--- src/rtl/lcd_pkg.sv ---
// Shared definitions for the HD44780-style LCD read/write drivers: FSM states,
// RS encodings, default bus timing in clk cycles at 50 MHz.
package lcd_pkg;

  typedef enum logic [2:0] {
    IDLE,
    SETUP,
    EHIGH,
    HOLD,
    ELOW,
    DONE
  } lcd_state_e;

  localparam logic RS_CMD  = 1'b0;
  localparam logic RS_DATA = 1'b1;

  localparam int unsigned LCD_SETUP_CYC  = 2;
  localparam int unsigned LCD_E_HIGH_CYC = 12;
  localparam int unsigned LCD_HOLD_CYC   = 1;
  localparam int unsigned LCD_E_LOW_CYC  = 12;
  localparam int unsigned LCD_POLL_MAX   = 4096;

  // Width of a down-counter that must hold (longest phase - 1).
  function automatic int unsigned timer_width(input int unsigned a, input int unsigned b,
                                              input int unsigned c, input int unsigned d);
    int unsigned m;
    m = a;
    if (b > m) m = b;
    if (c > m) m = c;
    if (d > m) m = d;
    return (m < 2) ? 1 : $clog2(m);
  endfunction

endpackage

--- src/rtl/lcd_reader_if.sv ---
// Request/response and LCD pin bundle of the LCD reader. master = host side
// (drives requests and the pin value of DB), slave = the reader itself.
interface lcd_reader_if;
  // Handshake: a request is taken on a clk edge where start=1 and ready=1;
  // readData/pollMode are sampled on that same edge. valid is a one-cycle pulse
  // with dataOut/busyFlag/addrCounter/timeout already final; there is no backpressure.
  logic                     start;
  logic                     readData;
  logic                     pollMode;
  logic [7:0]               dataIn;
  logic                     RS;
  logic                     RW;
  logic                     enableOut;
  logic [7:0]               dataOut;
  logic                     busyFlag;
  logic [6:0]               addrCounter;
  logic                     valid;
  logic                     timeout;
  logic                     ready;
  lcd_pkg::lcd_state_e      dbgState;

  modport master (
    output start, readData, pollMode, dataIn,
    input  RS, RW, enableOut, dataOut, busyFlag, addrCounter, valid, timeout, ready, dbgState
  );

  modport slave (
    input  start, readData, pollMode, dataIn,
    output RS, RW, enableOut, dataOut, busyFlag, addrCounter, valid, timeout, ready, dbgState
  );
endinterface

--- src/rtl/lcd_phase_timer.sv ---
// Loadable down-counter that times one LCD bus phase; o_done is high while the
// count is zero, i.e. on the last cycle of a phase loaded with (cycles - 1).
module lcd_phase_timer #(
  parameter int unsigned W = 4
) (
  input  logic         clk,
  input  logic         rst,
  input  logic         i_load,
  input  logic [W-1:0] i_value,
  output logic         o_done
);
  logic [W-1:0] r_count;

  always_ff @(posedge clk) begin
    if (rst) begin
      r_count <= '0;
    end else if (i_load) begin
      r_count <= i_value;
    end else if (r_count != '0) begin
      r_count <= r_count - 1'b1;
    end
  end

  assign o_done = (r_count == '0);
endmodule

--- src/rtl/lcd_reader.sv ---
// HD44780 read-cycle engine (RW=1): status reads with optional busy polling, and
// data reads. Define LCD_READER_NIBBLE_EN for the 4-bit bus (two E pulses per byte).
module lcd_reader import lcd_pkg::*; #(
  parameter int unsigned SETUP_CYC  = LCD_SETUP_CYC,   // must be >= 1
  parameter int unsigned E_HIGH_CYC = LCD_E_HIGH_CYC,
  parameter int unsigned HOLD_CYC   = LCD_HOLD_CYC,
  parameter int unsigned E_LOW_CYC  = LCD_E_LOW_CYC,
  parameter int unsigned POLL_MAX   = LCD_POLL_MAX
) (
  input  logic         clk,
  input  logic         rst,
  lcd_reader_if.slave  bus
);
  localparam int unsigned TW = timer_width(SETUP_CYC, E_HIGH_CYC, HOLD_CYC, E_LOW_CYC);
  localparam int unsigned PW = $clog2(POLL_MAX) + 1;

  lcd_state_e  r_state;
  logic        r_rs, r_rw, r_e, r_rd_data, r_poll;
  logic        r_valid, r_timeout, r_ready, r_bf;
  logic [7:0]  r_data;
  logic [6:0]  r_ac;
  logic [PW-1:0] r_poll_cnt;

  logic          w_load, w_done;
  logic [TW-1:0] w_load_val;
  logic [7:0]    w_byte;
  logic          w_byte_done, w_more_nib, w_below_max, w_repeat, w_timeout;

`ifdef LCD_READER_NIBBLE_EN
  logic [3:0] r_hi;
  logic       r_second;   // next (or current) E pulse carries the low nibble
  assign w_byte      = {r_hi, bus.dataIn[7:4]};
  assign w_byte_done = r_second;
  assign w_more_nib  = r_second;
`else
  assign w_byte      = bus.dataIn;
  assign w_byte_done = 1'b1;
  assign w_more_nib  = 1'b0;
`endif

  assign w_below_max = (r_poll_cnt < PW'(POLL_MAX));
  assign w_repeat    = r_poll & r_bf & w_below_max;
  assign w_timeout   = r_poll & r_bf & ~w_below_max;

  // The timer is reloaded for the phase being entered on every phase change.
  always_comb begin
    w_load     = 1'b0;
    w_load_val = '0;
    unique case (r_state)
      IDLE:  begin w_load = bus.start; w_load_val = TW'(SETUP_CYC - 1);  end
      SETUP: begin w_load = w_done;    w_load_val = TW'(E_HIGH_CYC - 1); end
      EHIGH: begin w_load = w_done;    w_load_val = TW'(HOLD_CYC - 1);   end
      HOLD:  begin w_load = w_done;    w_load_val = TW'(E_LOW_CYC - 1);  end
      ELOW:  begin w_load = w_done;    w_load_val = TW'(SETUP_CYC - 1);  end
      default: ;
    endcase
  end

  lcd_phase_timer #(.W(TW)) u_timer (
    .clk     (clk),
    .rst     (rst),
    .i_load  (w_load),
    .i_value (w_load_val),
    .o_done  (w_done)
  );

  always_ff @(posedge clk) begin
    if (rst) begin
      r_state    <= IDLE;
      r_rs       <= RS_CMD;
      r_rw       <= 1'b0;
      r_e        <= 1'b0;
      r_rd_data  <= 1'b0;
      r_poll     <= 1'b0;
      r_valid    <= 1'b0;
      r_timeout  <= 1'b0;
      r_ready    <= 1'b1;
      r_bf       <= 1'b0;
      r_data     <= '0;
      r_ac       <= '0;
      r_poll_cnt <= '0;
`ifdef LCD_READER_NIBBLE_EN
      r_hi       <= '0;
      r_second   <= 1'b0;
`endif
    end else begin
      r_valid   <= 1'b0;
      r_timeout <= 1'b0;
      unique case (r_state)
        IDLE: if (bus.start) begin
          r_rd_data  <= bus.readData;
          r_poll     <= bus.pollMode & ~bus.readData;
          r_rs       <= bus.readData ? RS_DATA : RS_CMD;
          r_rw       <= 1'b1;
          r_ready    <= 1'b0;
          r_poll_cnt <= '0;
`ifdef LCD_READER_NIBBLE_EN
          r_second   <= 1'b0;
`endif
          r_state    <= SETUP;
        end
        SETUP: if (w_done) begin
          r_e     <= 1'b1;
          r_state <= EHIGH;
        end
        EHIGH: if (w_done) begin
          r_e     <= 1'b0;
          r_state <= HOLD;
`ifdef LCD_READER_NIBBLE_EN
          r_second <= ~r_second;
          if (!r_second) r_hi <= bus.dataIn[7:4];
`endif
          if (w_byte_done) begin
            r_data <= w_byte;
            if (!r_rd_data) begin
              r_bf <= w_byte[7];
              r_ac <= w_byte[6:0];
            end
            if (r_poll_cnt != '1) r_poll_cnt <= r_poll_cnt + 1'b1;
          end
        end
        HOLD: if (w_done) begin
          if (w_more_nib || w_repeat) begin
            r_state <= ELOW;
          end else begin
            r_valid   <= 1'b1;
            r_timeout <= w_timeout;
            r_rs      <= RS_CMD;
            r_rw      <= 1'b0;
            r_state   <= DONE;
          end
        end
        ELOW: if (w_done) r_state <= SETUP;
        DONE: begin
          r_ready <= 1'b1;
          r_state <= IDLE;
        end
        default: r_state <= IDLE;
      endcase
    end
  end

  assign bus.RS          = r_rs;
  assign bus.RW          = r_rw;
  assign bus.enableOut   = r_e;
  assign bus.dataOut     = r_data;
  assign bus.busyFlag    = r_bf;
  assign bus.addrCounter = r_ac;
  assign bus.valid       = r_valid;
  assign bus.timeout     = r_timeout;
  assign bus.ready       = r_ready;
  assign bus.dbgState    = r_state;
endmodule

--- src/flat_wrapper.sv ---
// flat-port wrapper written by rule: the top's interface ports become plain ports
module lcd_reader_flat import lcd_pkg::*;
#(
  parameter int unsigned SETUP_CYC  = LCD_SETUP_CYC,                  
  parameter int unsigned E_HIGH_CYC = LCD_E_HIGH_CYC,
  parameter int unsigned HOLD_CYC   = LCD_HOLD_CYC,
  parameter int unsigned E_LOW_CYC  = LCD_E_LOW_CYC,
  parameter int unsigned POLL_MAX   = LCD_POLL_MAX
)
  (clk, rst, bus_start, bus_readData, bus_pollMode, bus_dataIn, bus_RS, bus_RW, bus_enableOut, bus_dataOut, bus_busyFlag, bus_addrCounter, bus_valid, bus_timeout, bus_ready, bus_dbgState);
  lcd_reader_if bus_i ();
  input  logic clk;
  input  logic rst;
  input wire logic [$bits(bus_i.start)-1:0] bus_start;
  input wire logic [$bits(bus_i.readData)-1:0] bus_readData;
  input wire logic [$bits(bus_i.pollMode)-1:0] bus_pollMode;
  input wire logic [$bits(bus_i.dataIn)-1:0] bus_dataIn;
  output wire logic [$bits(bus_i.RS)-1:0] bus_RS;
  output wire logic [$bits(bus_i.RW)-1:0] bus_RW;
  output wire logic [$bits(bus_i.enableOut)-1:0] bus_enableOut;
  output wire logic [$bits(bus_i.dataOut)-1:0] bus_dataOut;
  output wire logic [$bits(bus_i.busyFlag)-1:0] bus_busyFlag;
  output wire logic [$bits(bus_i.addrCounter)-1:0] bus_addrCounter;
  output wire logic [$bits(bus_i.valid)-1:0] bus_valid;
  output wire logic [$bits(bus_i.timeout)-1:0] bus_timeout;
  output wire logic [$bits(bus_i.ready)-1:0] bus_ready;
  output wire logic [$bits(bus_i.dbgState)-1:0] bus_dbgState;
  assign bus_i.start = bus_start;
  assign bus_i.readData = bus_readData;
  assign bus_i.pollMode = bus_pollMode;
  assign bus_i.dataIn = bus_dataIn;
  assign bus_RS = bus_i.RS;
  assign bus_RW = bus_i.RW;
  assign bus_enableOut = bus_i.enableOut;
  assign bus_dataOut = bus_i.dataOut;
  assign bus_busyFlag = bus_i.busyFlag;
  assign bus_addrCounter = bus_i.addrCounter;
  assign bus_valid = bus_i.valid;
  assign bus_timeout = bus_i.timeout;
  assign bus_ready = bus_i.ready;
  assign bus_dbgState = bus_i.dbgState;
  lcd_reader #(.SETUP_CYC(SETUP_CYC), .E_HIGH_CYC(E_HIGH_CYC), .HOLD_CYC(HOLD_CYC), .E_LOW_CYC(E_LOW_CYC), .POLL_MAX(POLL_MAX)) u_core (.clk(clk), .rst(rst), .bus(bus_i));
endmodule
--- config.mk ---
export PLATFORM = sky130hd
export DESIGN_NAME = lcd_reader_flat
export DESIGN_NICKNAME = d
export VERILOG_FILES = /design/src/rtl/lcd_pkg.sv /design/src/rtl/lcd_reader_if.sv /design/src/rtl/lcd_phase_timer.sv /design/src/rtl/lcd_reader.sv /design/src/flat_wrapper.sv
export SDC_FILE = /design/constraint.sdc
export NUM_CORES = 1
export LEC_CHECK = 0
export CORE_UTILIZATION = 25
export CTS_CLUSTER_DIAMETER = 120
export DETAILED_ROUTE_END_ITERATION = 8
export HOLD_SLACK_MARGIN = 0.15
export PLACE_DENSITY = 0.46
export RECOVER_POWER = 50
export SLEW_MARGIN = 20
export SYNTH_ARGS = -nofsm -noshare
export SYNTH_HDL_FRONTEND = slang
export SYNTH_SLANG_ARGS = --single-unit
export TNS_END_PERCENT = 5
--- constraint.sdc ---
create_clock -name clk -period 2.5 [get_ports clk]
set_clock_uncertainty 0.05 [all_clocks]
set_input_delay 0.5 -clock clk [delete_from_list [all_inputs] [get_ports clk]]
set_output_delay 0.5 -clock clk [all_outputs]
set_load 0.02 [all_outputs]
==> metrics.cfg, run 1 <==
[outcome]
outcome=finished clean

[route]
drc_errors=0
viasPerCell=5.04
dr.first_iter.drc_count=158
wl_per_cell_um=14.9
ant_nets=0
vias=1947
wl_um=5750
first_pass_iters=5

[global_routing]
grt-ovfl-total=0
grt_use_met2=0.225
grt_use_total=0.143
grt_use_met1=0.199
grt_max_degree=43
grt_antenna_before_repair=0
met3_usage=0.0255
grt_first_pass_wirelength_um=9830
grt_pass1_vias=1980
grt_most_used_layer=met2

[run]
drv_cap=0

[cts]
clk_path_buf_depth=2
root_buffer=clkbuf_8
clk_latency_ps=290
postCtsSetupRepairBufs=0
cts_num_sinks=44
cts-resized-gates=0
cts_tree=built
hold_buffers=0
cts_inserted_buffers=5
htreeDepth=2
clk_pin_slew_worst_paths_ps=90

[synthesis]
synthTopCellsByCount=44 x dfxtp_1, 34 x a21oi_1, 34 x nand2_1
avgSynthCellArea_um2=8.37
synth_cell_types=45
synth_largest_area_cell=dfxtp_1
ys.flop_type=dfxtp_1
synth_enable_flop_cells=0
syn_nets=260
synth_most_common_cell=dfxtp_1
ys_ff_latch=44
synthTopCellsByArea=dfxtp_1 43%, a21oi_1 8.3%, nand2_1 6.2%
synth_cells=245
yosys.area.top_type_share=0.430
async_flop_share=0
synth_seq_area_share=0.430
ys_warn_count=0
syn_area_mm2=0.00205

[sta]
post-route-period-util=0.881
report.final.setup_viol=0
min_period_ps=2200
fin_tns_setup_ps=0
fmax_mhz=454
slew_headroom=0.650
fin_hold_ws_ps=406
finalWorstSetupSlack_ps=296
rsz0062_at_grt=no
drv_slew=0
tightestPinTransition_ps=524
hold_viol=0

[placement]
hpwl_um=3750
placedCellCount=378
place_area_mm2=0.00258
pre_cts_ws_ps=49.9
gp_congestion=0.757
portBuffers=37

[worst_setup_path]
worstReg2RegEnd=u_core.r_poll_cnt[9]$_SDFFE_PP0P_
crit_path_max_incr_delay_ps=700
cpLargestDelayFamily=buffers and inverters
crit_end=bus_dbgState[0]
r2r_slack_ps=450
worstPathRequired_ps=1950
worstPathArrival_ps=1650
regToRegStartpoint=u_core.bus.dbgState[0]$_SDFFE_PP0P_
crit_chain=clkdlybuf4s50_1
cp-end-kind=output port
worst-setup-path-type=flop to output port
cp-startpoint=u_core.bus.dbgState[0]$_SDFFE_PP0P_
path_depth=1
reg2regPathDepth=4
cp_num_buf_inv=1
crit_fanout=16
cp-start-kind=flop
cp_slowest_cell=clkdlybuf4s50_1

[floorplanning]
core-area_mm2=0.00785
fp.dieH_um=92.5
num_rows=32
initial_core_util=0.261
die_area_mm2=0.00856
die_w_um=92.5
num_io_pins=38

[layout]
num-fill-cells=867
post-route-util=0.340
final_area_mm2=0.00267
syn_to_final_growth_pct=30.3
fin_cells=386
fin_nets=298
final_layout_size_suffix_gt1_frac=0.0986
diodes=0
seq_area_um2=881
multiInputGateArea_mm2=0.00106

[power]
peakVddDrop_mv=0.446
p_per_area_mw_per_mm2=886
total_power_mw=2.37
cellLeakagePower_nw=0.949

[worst_hold_path]
worstHoldPathType=flop to flop

==> cells in the final DEF, fill, tap and decap left out, drive strengths merged, types with 8 or more instances in the layout <==
master,instances
a21oi,34
buf,11
clkbuf,9
clkdlybuf4s50,15
dfxtp,44
dlygate4sd3,22
nand2,34
nor2,11
o21ai,14
o311ai,8
==> registers in the layout, summed over array words and instances, names as in the netlist <==
signal                  count
u_core.bus.RS               1
u_core.bus.RW               1
u_core.bus.addrCounter      7
u_core.bus.busyFlag         1
u_core.bus.dataOut          8
u_core.bus.dbgState         3
u_core.bus.enableOut        1
u_core.bus.ready            1
u_core.bus.timeout          1
u_core.bus.valid            1
u_core.r_poll               1
u_core.r_poll_cnt          13
u_core.r_rd_data            1
u_core.u_timer.r_count      4
==> cells by family after synthesis <==
| family | share of synthesized area |
|---|---|
| buffers and inverters | 0.0519 |
| XOR/XNOR | 0.00855 |
| multiplexers | 0.0104 |
| adder cells (fa/ha/maj) | 0.0122 |
| flip-flops | 0.430 |
| AND/OR/NAND/NOR | 0.240 |
| AO/OA/AOI/OAI | 0.247 |
==> worst min path at each step <==
stage / start / end / slack (ps) / cells past startpoint
after floorplan: u_core.r_poll_cnt[8]$_SDFFE_PP0P_ / u_core.r_poll_cnt[8]$_SDFFE_PP0P_ / 380 / 1
after global placement: u_core.bus.dataOut[7]$_SDFFE_PP0P_ / u_core.bus.dataOut[7]$_SDFFE_PP0P_ / 390 / 2
after detailed placement: u_core.bus.dataOut[3]$_SDFFE_PP0P_ / u_core.bus.dataOut[3]$_SDFFE_PP0P_ / 400 / 2
after CTS: u_core.bus.dataOut[2]$_SDFFE_PP0P_ / u_core.bus.dataOut[2]$_SDFFE_PP0P_ / 410 / 2
after global routing: u_core.bus.dataOut[4]$_SDFFE_PP0P_ / u_core.bus.dataOut[4]$_SDFFE_PP0P_ / 440 / 2
final: u_core.bus.dataOut[3]$_SDFFE_PP0P_ / u_core.bus.dataOut[3]$_SDFFE_PP0P_ / 410 / 2
==> power breakdown <==
| part | internal [mW] | switching [mW] |
|---|---|---|
| sequential | 0.793 | 0.105 |
| clock | 0.297 | 0.250 |
| combinational | 0.394 | 0.528 |
| total | 1.48 | 0.883 |
==> cell type report <==
class,count,share of cell area
clock inverters,2,0.0131
repair buffers,51,0.178
clock buffers,6,0.0272
well taps,102,0.0478
multi-input cells,175,0.395
inverters,6,0.00843
flip-flops and latches,44,0.330
==> per-layer routing <==
layer	routed length [µm]	share of wire	up-vias
met2	2560	0.45	51
met1	2900	0.50	911
li1	-	-	981
met5	0	0	-
met4	47	0.0082	0
met3	238	0.041	4
Note: power is estimated with default switching activity, not from simulation.
==> run 2, diff against run 1 <==
DONT_BUFFER_PORTS = 1   (was default)
PLACE_DENSITY = 0.4   (was 0.46)
==> run 2 against run 1 <==
Against the previous run:
- first-iteration DRC count decreased by 21%
- hold slack worse by 200 ps
- via count decreased by 8.7%
- non-clock buffer count is 41 lower
- largest cell class unchanged
- critical endpoint is now u_core.r_poll_cnt[9]$_SDFFE_PP0P_
- design area down 15%
- global-route usage down 0.85 points
- total power is 2.1% lower
==> metrics.cfg, run 2 (same netlist as run 1, synthesis figures left out) <==
[outcome]
outcome=finished clean

[route]
ant_nets=0
vias=1778
viasPerCell=5.17
wl_per_cell_um=15.6
wl_um=5380
dr.first_iter.drc_count=125
first_pass_iters=4
drc_errors=0

[floorplanning]
fp.dieH_um=92.5
die_area_mm2=0.00856
num_io_pins=38
die_w_um=92.5
initial_core_util=0.261
core-area_mm2=0.00785
num_rows=32

[worst_setup_path]
cp_slowest_cell=or4_4
worstPathRequired_ps=2670
crit_path_max_incr_delay_ps=590
crit_chain=buf_4 -> nor4b_1 -> a21oi_1 -> or4_4 -> o31ai_1
worst-setup-path-type=flop to flop
worstPathArrival_ps=2400
crit_fanout=14
cp-end-kind=flop
cp-start-kind=flop

[cts]
clk_pin_slew_worst_paths_ps=90
cts_inserted_buffers=5
clk_path_buf_depth=2
cts_tree=built
clk_latency_ps=300
root_buffer=clkbuf_8
postCtsSetupRepairBufs=0
cts-resized-gates=0
hold_buffers=0
htreeDepth=2
cts_num_sinks=44

[sta]
drv_slew=0
fin_tns_setup_ps=0
tightestPinTransition_ps=1000
fmax_mhz=450
slew_headroom=0.332
report.final.setup_viol=0
min_period_ps=2220
rsz0062_at_grt=no
post-route-period-util=0.889
hold_viol=0

[power]
p_int_mw=1.47
peakVddDrop_mv=0.419
cellLeakagePower_nw=0.723
swShare=0.366
p_switching_uw=848
sequentialPowerShare=0.406
pwr-share-comb=0.314
p_per_area_mw_per_mm2=1020
clkPwrFrac=0.279

[global_routing]
grt_antenna_before_repair=0
grt-ovfl-total=0
grt_use_total=0.134
grt_max_degree=43
grt_first_pass_wirelength_um=9060
grt_pass1_vias=1782

[layout]
multiInputGateArea_mm2=0.00106
fin_nets=257
regMostFlops=u_core.r_poll_cnt
final_cell_mix=44 x dfxtp_1, 34 x nand2_1, 34 x a21oi_1
num-fill-cells=885
final_layout_size_suffix_gt1_frac=0.0909
syn_to_final_growth_pct=10.9
mostFrequentLayoutCell=dfxtp_1
final_area_mm2=0.00227
largest_reg_flops=13
seq_area_um2=881
diodes=0

[run]
drv_cap=0

[placement]
portBuffers=0
gp_congestion=0.724
place_area_mm2=0.00217
hpwl_um=3680

[worst_hold_path]
worstHoldPathType=input port to flop

[run 2: cell count changes in the layout (fill, tap and decap cells not counted), sizes merged]
cell | previous run | this run
dlygate4sd3 | 22 | 0
clkbuf | 9 | 10
clkdlybuf4s50 | 15 | 0
buf | 11 | 5
clkinv | 1 | 0
bufinv | 1 | 2
[run 2: power by group through the flow]
stage	Clock, mW	Combinational [mW]	Sequential, mW
CTS	0.669	0.777	0.947
global route	0.690	0.837	0.959
floorplan	0	0.553	0.946
detailed placement	0	0.773	0.964
finish	0.647	0.728	0.942
global placement	0	0.784	0.962
[run 2: path summary, 6_finish.rpt]
path	cells past startpoint	start	endpoint	slack, ps
setup / recovery	5	u_core.bus.dbgState[0]$_SDFFE_PP0P_	u_core.r_poll_cnt[9]$_SDFFE_PP0P_	280
hold / removal	1	rst	u_core.bus.enableOut$_SDFFE_PP0P_	210
setup reg to reg	5	u_core.bus.dbgState[0]$_SDFFE_PP0P_	u_core.r_poll_cnt[9]$_SDFFE_PP0P_	280
hold reg to reg	1	u_core.r_poll_cnt[8]$_SDFFE_PP0P_	u_core.r_poll_cnt[8]$_SDFFE_PP0P_	420
[run 2: layer usage]
layer  GRT usage  vias to the layer above  part of all wire
li1            -                      902                 -
met1       0.170                      830              0.47
met2       0.218                       39              0.47
met3      0.0402                        7             0.048
met4      0.0417                        0             0.012
met5           0                        -                 0
[run 2: per-stage QoR]
step	util	hold WS, ps	total power [mW]	cells	setup slack, ps
detailed placement	0.276	405	1.74	337	372
global route	0.290	190	2.49	344	141
floorplan	-	379	1.50	245	448
global placement	0.276	408	1.75	337	433
CTS	0.293	195	2.39	344	363
finish	0.290	205	2.32	344	277
[run 2: cell type report]
type                       count  area share
inverter                       6     0.00991
clock inverter                 2      0.0264
multi-input combinational    175       0.465
timing repair buffer          10      0.0248
tap                          102      0.0562
sequential                    44       0.388
clock buffer                   5      0.0303
[run 2: worst max-delay path: cells and delay by family, from the launching register on]
kind / cells / cell delay (ps)
simple gates: 2 / 1030
compound gates: 2 / 490
flops: 1 / 360
buf+inv: 1 / 210
